**src/rtl/vga_timing_gen_if.sv**
```systemverilog
// rtl/vga_timing_gen_if.sv - raster timing bundle from vga_timing_gen to the GPU
//
// Signals:
//   pixel_ce        high on the clock in which x/y advance
//   x, y            raw pixel / line counters (10 bits)
//   h_sync, v_sync  active-low syncs
//   active          visible-area flag
//   blanking_start  one-clock strobe at the first pixel of vertical blanking
//   frame_cnt       frame counter (only when VGA_FRAME_CNT_EN is defined)
// Modports: master (timing generator drives), slave (GPU consumes).

interface vga_timing_gen_if;
    logic       pixel_ce;
    logic [9:0] x;
    logic [9:0] y;
    logic       h_sync;
    logic       v_sync;
    logic       active;
    logic       blanking_start;
`ifdef VGA_FRAME_CNT_EN
    logic [15:0] frame_cnt;
`endif

    modport master (
        output pixel_ce, x, y, h_sync, v_sync, active, blanking_start
`ifdef VGA_FRAME_CNT_EN
        , output frame_cnt
`endif
    );

    modport slave (
        input pixel_ce, x, y, h_sync, v_sync, active, blanking_start
`ifdef VGA_FRAME_CNT_EN
        , input frame_cnt
`endif
    );
endinterface

```
**src/rtl/vga_timing_gen.sv**
```systemverilog
// rtl/vga_timing_gen.sv - VGA raster timing generator on the system clock
//
// Ports:
//   clk    system clock, rising edge
//   rst_n  asynchronous active-low reset
//   vid    vga_timing_gen_if.master: pixel_ce, x, y, h_sync, v_sync, active,
//          blanking_start (and frame_cnt with VGA_FRAME_CNT_EN)
// Optional feature macro: VGA_FRAME_CNT_EN adds a 16-bit frame counter that
// steps on every blanking_start strobe.

module vga_timing_gen #(
    parameter int H_ACTIVE = 640,
    parameter int H_FP     = 16,
    parameter int H_SYNC   = 96,
    parameter int H_BP     = 48,
    parameter int V_ACTIVE = 480,
    parameter int V_FP     = 10,
    parameter int V_SYNC   = 2,
    parameter int V_BP     = 33,
    parameter int CLK_DIV  = 1
) (
    input  logic              clk,
    input  logic              rst_n,
    vga_timing_gen_if.master  vid
);

    localparam int H_TOTAL = H_ACTIVE + H_FP + H_SYNC + H_BP;
    localparam int V_TOTAL = V_ACTIVE + V_FP + V_SYNC + V_BP;
    // A one-bit prescaler still exists at CLK_DIV=1; it simply never leaves 0.
    localparam int PW      = (CLK_DIV > 1) ? $clog2(CLK_DIV) : 1;

    localparam logic [9:0]    X_LAST   = 10'(H_TOTAL - 1);
    localparam logic [9:0]    Y_LAST   = 10'(V_TOTAL - 1);
    localparam logic [9:0]    X_ACT    = 10'(H_ACTIVE);
    localparam logic [9:0]    Y_ACT    = 10'(V_ACTIVE);
    localparam logic [9:0]    HS_START = 10'(H_ACTIVE + H_FP);
    localparam logic [9:0]    HS_END   = 10'(H_ACTIVE + H_FP + H_SYNC);
    localparam logic [9:0]    VS_START = 10'(V_ACTIVE + V_FP);
    localparam logic [9:0]    VS_END   = 10'(V_ACTIVE + V_FP + V_SYNC);
    localparam logic [PW-1:0] PS_LAST  = PW'(CLK_DIV - 1);

    logic [PW-1:0] prescaler;
    logic [9:0]    x_q;
    logic [9:0]    y_q;
    logic          ce;
    logic          bstart;

    assign ce = (prescaler == PS_LAST);

    always_ff @(posedge clk or negedge rst_n) begin
        if (!rst_n) begin
            prescaler <= '0;
        end else if (ce) begin
            prescaler <= '0;
        end else begin
            prescaler <= prescaler + 1'b1;
        end
    end

    always_ff @(posedge clk or negedge rst_n) begin
        if (!rst_n) begin
            x_q <= '0;
            y_q <= '0;
        end else if (ce) begin
            if (x_q == X_LAST) begin
                x_q <= '0;
                y_q <= (y_q == Y_LAST) ? 10'd0 : y_q + 10'd1;
            end else begin
                x_q <= x_q + 10'd1;
            end
        end
    end

    // Qualified by ce so that with CLK_DIV>1 the pixel (0, V_ACTIVE), which
    // lasts CLK_DIV clocks, still yields a single-clock strobe.
    assign bstart = (x_q == 10'd0) && (y_q == Y_ACT) && ce;

    assign vid.pixel_ce       = ce;
    assign vid.x              = x_q;
    assign vid.y              = y_q;
    assign vid.active         = (x_q < X_ACT) && (y_q < Y_ACT);
    assign vid.h_sync         = !((x_q >= HS_START) && (x_q < HS_END));
    assign vid.v_sync         = !((y_q >= VS_START) && (y_q < VS_END));
    assign vid.blanking_start = bstart;

`ifdef VGA_FRAME_CNT_EN
    logic [15:0] frame_cnt_q;

    always_ff @(posedge clk or negedge rst_n) begin
        if (!rst_n) begin
            frame_cnt_q <= '0;
        end else if (bstart) begin
            frame_cnt_q <= frame_cnt_q + 16'd1;
        end
    end

    assign vid.frame_cnt = frame_cnt_q;
`endif

endmodule

```
**src/flat_wrapper.sv**
```systemverilog
// flat-port wrapper written by rule: the top's interface ports become plain ports
module vga_timing_gen_flat 
#(
    parameter int H_ACTIVE = 640,
    parameter int H_FP     = 16,
    parameter int H_SYNC   = 96,
    parameter int H_BP     = 48,
    parameter int V_ACTIVE = 480,
    parameter int V_FP     = 10,
    parameter int V_SYNC   = 2,
    parameter int V_BP     = 33,
    parameter int CLK_DIV  = 1
)
  (clk, rst_n, vid_pixel_ce, vid_x, vid_y, vid_h_sync, vid_v_sync, vid_active, vid_blanking_start);
  vga_timing_gen_if vid_i ();
  input  logic clk;
  input  logic rst_n;
  output wire logic [$bits(vid_i.pixel_ce)-1:0] vid_pixel_ce;
  output wire logic [$bits(vid_i.x)-1:0] vid_x;
  output wire logic [$bits(vid_i.y)-1:0] vid_y;
  output wire logic [$bits(vid_i.h_sync)-1:0] vid_h_sync;
  output wire logic [$bits(vid_i.v_sync)-1:0] vid_v_sync;
  output wire logic [$bits(vid_i.active)-1:0] vid_active;
  output wire logic [$bits(vid_i.blanking_start)-1:0] vid_blanking_start;
  assign vid_pixel_ce = vid_i.pixel_ce;
  assign vid_x = vid_i.x;
  assign vid_y = vid_i.y;
  assign vid_h_sync = vid_i.h_sync;
  assign vid_v_sync = vid_i.v_sync;
  assign vid_active = vid_i.active;
  assign vid_blanking_start = vid_i.blanking_start;
  vga_timing_gen #(.H_ACTIVE(H_ACTIVE), .H_FP(H_FP), .H_SYNC(H_SYNC), .H_BP(H_BP), .V_ACTIVE(V_ACTIVE), .V_FP(V_FP), .V_SYNC(V_SYNC), .V_BP(V_BP), .CLK_DIV(CLK_DIV)) u_core (.clk(clk), .rst_n(rst_n), .vid(vid_i));
endmodule
```
**config.mk**
```make
export PLATFORM = sky130hd
export DESIGN_NAME = vga_timing_gen_flat
export DESIGN_NICKNAME = d
export VERILOG_FILES = /design/src/rtl/vga_timing_gen_if.sv /design/src/rtl/vga_timing_gen.sv /design/src/flat_wrapper.sv
export SDC_FILE = /design/constraint.sdc
export NUM_CORES = 1
export LEC_CHECK = 0
export ABC_AREA = 1
export CORE_MARGIN = 3
export CORE_UTILIZATION = 46
export CTS_CLUSTER_SIZE = 10
export DETAILED_ROUTE_END_ITERATION = 8
export PLACE_DENSITY = 0.72
export SLEW_MARGIN = 20
export SYNTH_ARGS = -nofsm -noshare
export SYNTH_HDL_FRONTEND = slang
export SYNTH_SLANG_ARGS = --single-unit
export TNS_END_PERCENT = 50
```
**constraint.sdc**
```tcl
create_clock -name clk -period 2.2 [get_ports clk]
set_input_delay 0.33 -clock clk [delete_from_list [all_inputs] [get_ports clk]]
set_output_delay 0.33 -clock clk [all_outputs]
set_load 0.005 [all_outputs]
```
==> flow_summary_export.csv <==
group,metric,value,unit
die,core.rowCount,18,
finish,layout.nets,202,
global_routing,grt_pass1_vias,1109,
die,initial_utilization,48.86,%
drt,drt_first_pass_iters,4,
setup_path,critical_path_arrival,1.74,ns
clock_network,cts.root.buffer_cell,"sky130_fd_sc_hd__clkbuf_4",
clock_network,cts_htree_levels,1,
timing,period_share,94.20,%
pwr,comb_power_share,1.7,%
pwr,cellLeakagePower,0.7617,nW
die,core_area,2522,um^2
global_routing,grt_antenna_before_repair,0,
pwr,clock_power_share,36.9,%
place,count_of_buffers_from_port_buffering,25,
timing,final_setup_violation_count,0,
finish,mostFrequentLayoutCell,"sky130_fd_sc_hd__inv_1",
global_routing,global_route.usage.total,20.25,%
worst_hold_path,worst_hold_path_type,"in -> async",
drt,vias,1174,
finish,area_delta_synth_final,28.02,%
setup_path,crit_type,"reg -> out",
setup_path,critical_path.cell_chain,"nand2_1 -> nor2_2 -> nor3_1 -> clkdlybuf4s50_1",
clock_network,ctsLongestPathBuffers,2,
setup_path,max_stage_delay,0.55,ns
timing,postLayoutSetupSlackWorst,0.1276,ns
pwr,max-vdd-ir-drop,0.0003320,V
setup_path,path_max_fanout,5,
pwr,switching_share,21.27,%
drt,detail_route.wirelength,2.988,mm
global_routing,wire_length_of_the_first_global_routing_pass,5.181,mm
pwr,netSwitchingPower,127.3,uW
timing,timing.final.crit_period,2.072,ns
yosys,postSynthNetCount,170,
global_routing,grt_max_degree,21,
drt,wl_per_cell,13.28,um
finish,antenna-diode-count,0,
finish,final-instance-count-excl-fill,225,
drt,drtAntennaViolNets,0,
clock_network,worstSkewPairLatency,0.31,ns
yosys,share_of_synthesized_area_occupied_by_flip_flops_and_latches,40.61,%
yosys,area_of_the_mapped_netlist,1232,um^2
setup_path,critPathLaunchType,"flip-flop",
run,max_cap_viol_count,0,
setup_path,regToRegSetupSlack,0.50,ns
setup_path,critical_path.startpoint,"u_core.vid.y[6]",
yosys,yosys_register_bits,20,
finish,layout.cells.most_common_list,"30 x sky130_fd_sc_hd__inv_1, 28 x sky130_fd_sc_hd__nand2_1, 24 x sky130_fd_sc_hd__clkdlybuf4s50_1, 20 x sky130_fd_sc_hd__dfrtp_1, 18 x sky130_fd_sc_hd__nor2_1",
drt,routed_via_density,5.218,
setup_path,r2r-start,"u_core.vid.x[0]",
place,hpwlAfterDp,2.278,mm
clock_network,cts_inserted_buffers,3,
yosys,mapped_cells,164,
timing,finalHoldViolCount,0,
die,fp.dieArea,3336,um^2
timing,final_slew_violations,0,
drt,drcViolationCount,0,
timing,rsz0062_at_grt,"no",
die,fp.dieW,57.76,um
timing,fin_worst_skew,0.004048,ns
clock_network,tritoncts,"done",
yosys,synth_cell_type_count,24,
clock_network,cts_num_sinks,20,
pwr,power_frac_seq,61.4,%
yosys,synth.avg_cell_area,7.515,um^2
place,post_place_worst_slack,0.1587,ns
pwr,power.density,379.4,nW/um^2
timing,setup_total_negative_slack,0,ns
clock_network,clkSlewWorstSetupHoldPaths,0.12,ns
place,place_congestion,0.9086,
yosys,yosys_warnings,0,
setup_path,critPathSlowestCell,"sky130_fd_sc_hd__clkdlybuf4s50_1",
outcome,run_status,"finished clean",
place,dp.cells,220,
pwr,cellInternalPower,471.3,uW
die,die_height,57.76,um
die,boundaryPins,27,
global_routing,grt_overflow_total,0,
drt,drt_iter0_markers,49,
setup_path,worst_setup_path_end_kind,"output pin",
timing,final.hold.worst_slack,0.3444,ns
setup_path,timing.critical_path.required,1.87,ns
timing,max_freq,482.5,MHz
finish,post_route_cells_drive_above_1_share,10.26,%
-- synth_stat cells --
cell / instances / area share [%]
sky130_fd_sc_hd__inv_1: 30 / 9.1
sky130_fd_sc_hd__xor2_1: 5 / 3.6
sky130_fd_sc_hd__nand3_1: 13 / 5.3
sky130_fd_sc_hd__or2_2: 1 / 0.51
sky130_fd_sc_hd__a31oi_1: 1 / 0.51
sky130_fd_sc_hd__nor2_1: 19 / 5.8
sky130_fd_sc_hd__dfrtp_1: 20 / 41
sky130_fd_sc_hd__nand2_2: 2 / 1.0
sky130_fd_sc_hd__nor3_1: 8 / 3.2
sky130_fd_sc_hd__buf_4: 2 / 1.2
sky130_fd_sc_hd__nand2_1: 28 / 8.5
sky130_fd_sc_hd__buf_6: 1 / 0.91
sky130_fd_sc_hd__ha_1: 4 / 4.1
sky130_fd_sc_hd__clkbuf_2: 1 / 0.41
sky130_fd_sc_hd__a21oi_1: 2 / 0.81
sky130_fd_sc_hd__conb_1: 1 / 0.30
sky130_fd_sc_hd__nor2_2: 1 / 0.51
sky130_fd_sc_hd__nand4_1: 9 / 4.6
sky130_fd_sc_hd__nor2_4: 1 / 0.91
sky130_fd_sc_hd__o21ai_2: 1 / 0.71
sky130_fd_sc_hd__nor4_1: 3 / 1.5
sky130_fd_sc_hd__o21ai_0: 9 / 3.7
sky130_fd_sc_hd__nand2_4: 1 / 0.91
sky130_fd_sc_hd__xnor2_2: 1 / 1.3
-- critical path, delay by kind of cell, from the launching register on --
kind	cells	cell delay (ns)
buffers and inverters	1	0.55
flip-flops	1	0.47
AND/OR/NAND/NOR	3	0.42
-- repair_timing --
action                     CTS  global route
hold buffers                 0             0
gates resized for setup      3             0
setup buffers                1             0
setup endpoints to repair    1             0
-- path summary, 6_finish.rpt --
kind                                    to  depth (start not counted)
min in group clk           u_core.vid.x[2]                          1
hold reg to reg            u_core.vid.x[2]                          1
max in group asynchronous  u_core.vid.y[2]                          2
setup reg to reg           u_core.vid.y[1]                          8
setup / recovery                vid_active                          4
hold / removal             u_core.vid.y[9]                          2
-- kinds of logic after synthesis --
| family | count (synthesis) | share of synthesized area, % |
|---|---|---|
| other | 1 | 0.3043 |
| buffers and inverters | 34 | 11.67 |
| DFF | 20 | 40.61 |
| and+or+nand+nor | 86 | 32.79 |
| AOI/OAI and AO/OA | 13 | 5.686 |
| xor gates and xnor gates | 6 | 4.873 |
| adders and majority gates | 4 | 4.061 |
-- final cells by class --
class	instances	area (um^2)
fill	234	944.7
multi-input combinational	110	596.8
sequential	20	500.5
timing repair buffer	31	294.0
inverter	30	112.6
tap	30	37.54
clock buffer	4	36.28
-- power by group through the flow --
stage | Sequential (mW) | Combinational (mW) | Clock, mW
2_1_floorplan | 0.375 | 0.00166 | 0
3_3_place_gp | 0.375 | 0.0108 | 0
3_5_place_dp | 0.375 | 0.0111 | 0
4_1_cts | 0.368 | 0.0111 | 0.227
5_1_grt | 0.368 | 0.0124 | 0.246
6_report | 0.367 | 0.0105 | 0.221
-- sequential cells by signal, indices dropped and copies added, names as in the netlist --
| name | count |
|---|---|
| u_core.vid.y | 10 |
| u_core.vid.x | 10 |
-- metal layers --
layer | wire (um) | track usage, %
met5 | 0 | 0
met4 | 47 | 6.954
met3 | 218 | 4.232
met2 | 1383 | 29.52
met1 | 1339 | 29.76
-- through the flow --
step	util, %	instance area (um^2)	power [mW]
after floorplan	-	1232	0.3763
after global placement	60.52	1526	0.3853
after detailed placement	60.52	1526	0.3856
after CTS	62.55	1578	0.6059
after global routing	62.55	1578	0.6262
final	62.55	1578	0.5986
No activity file was read; power rests on OpenSTA's default activity.
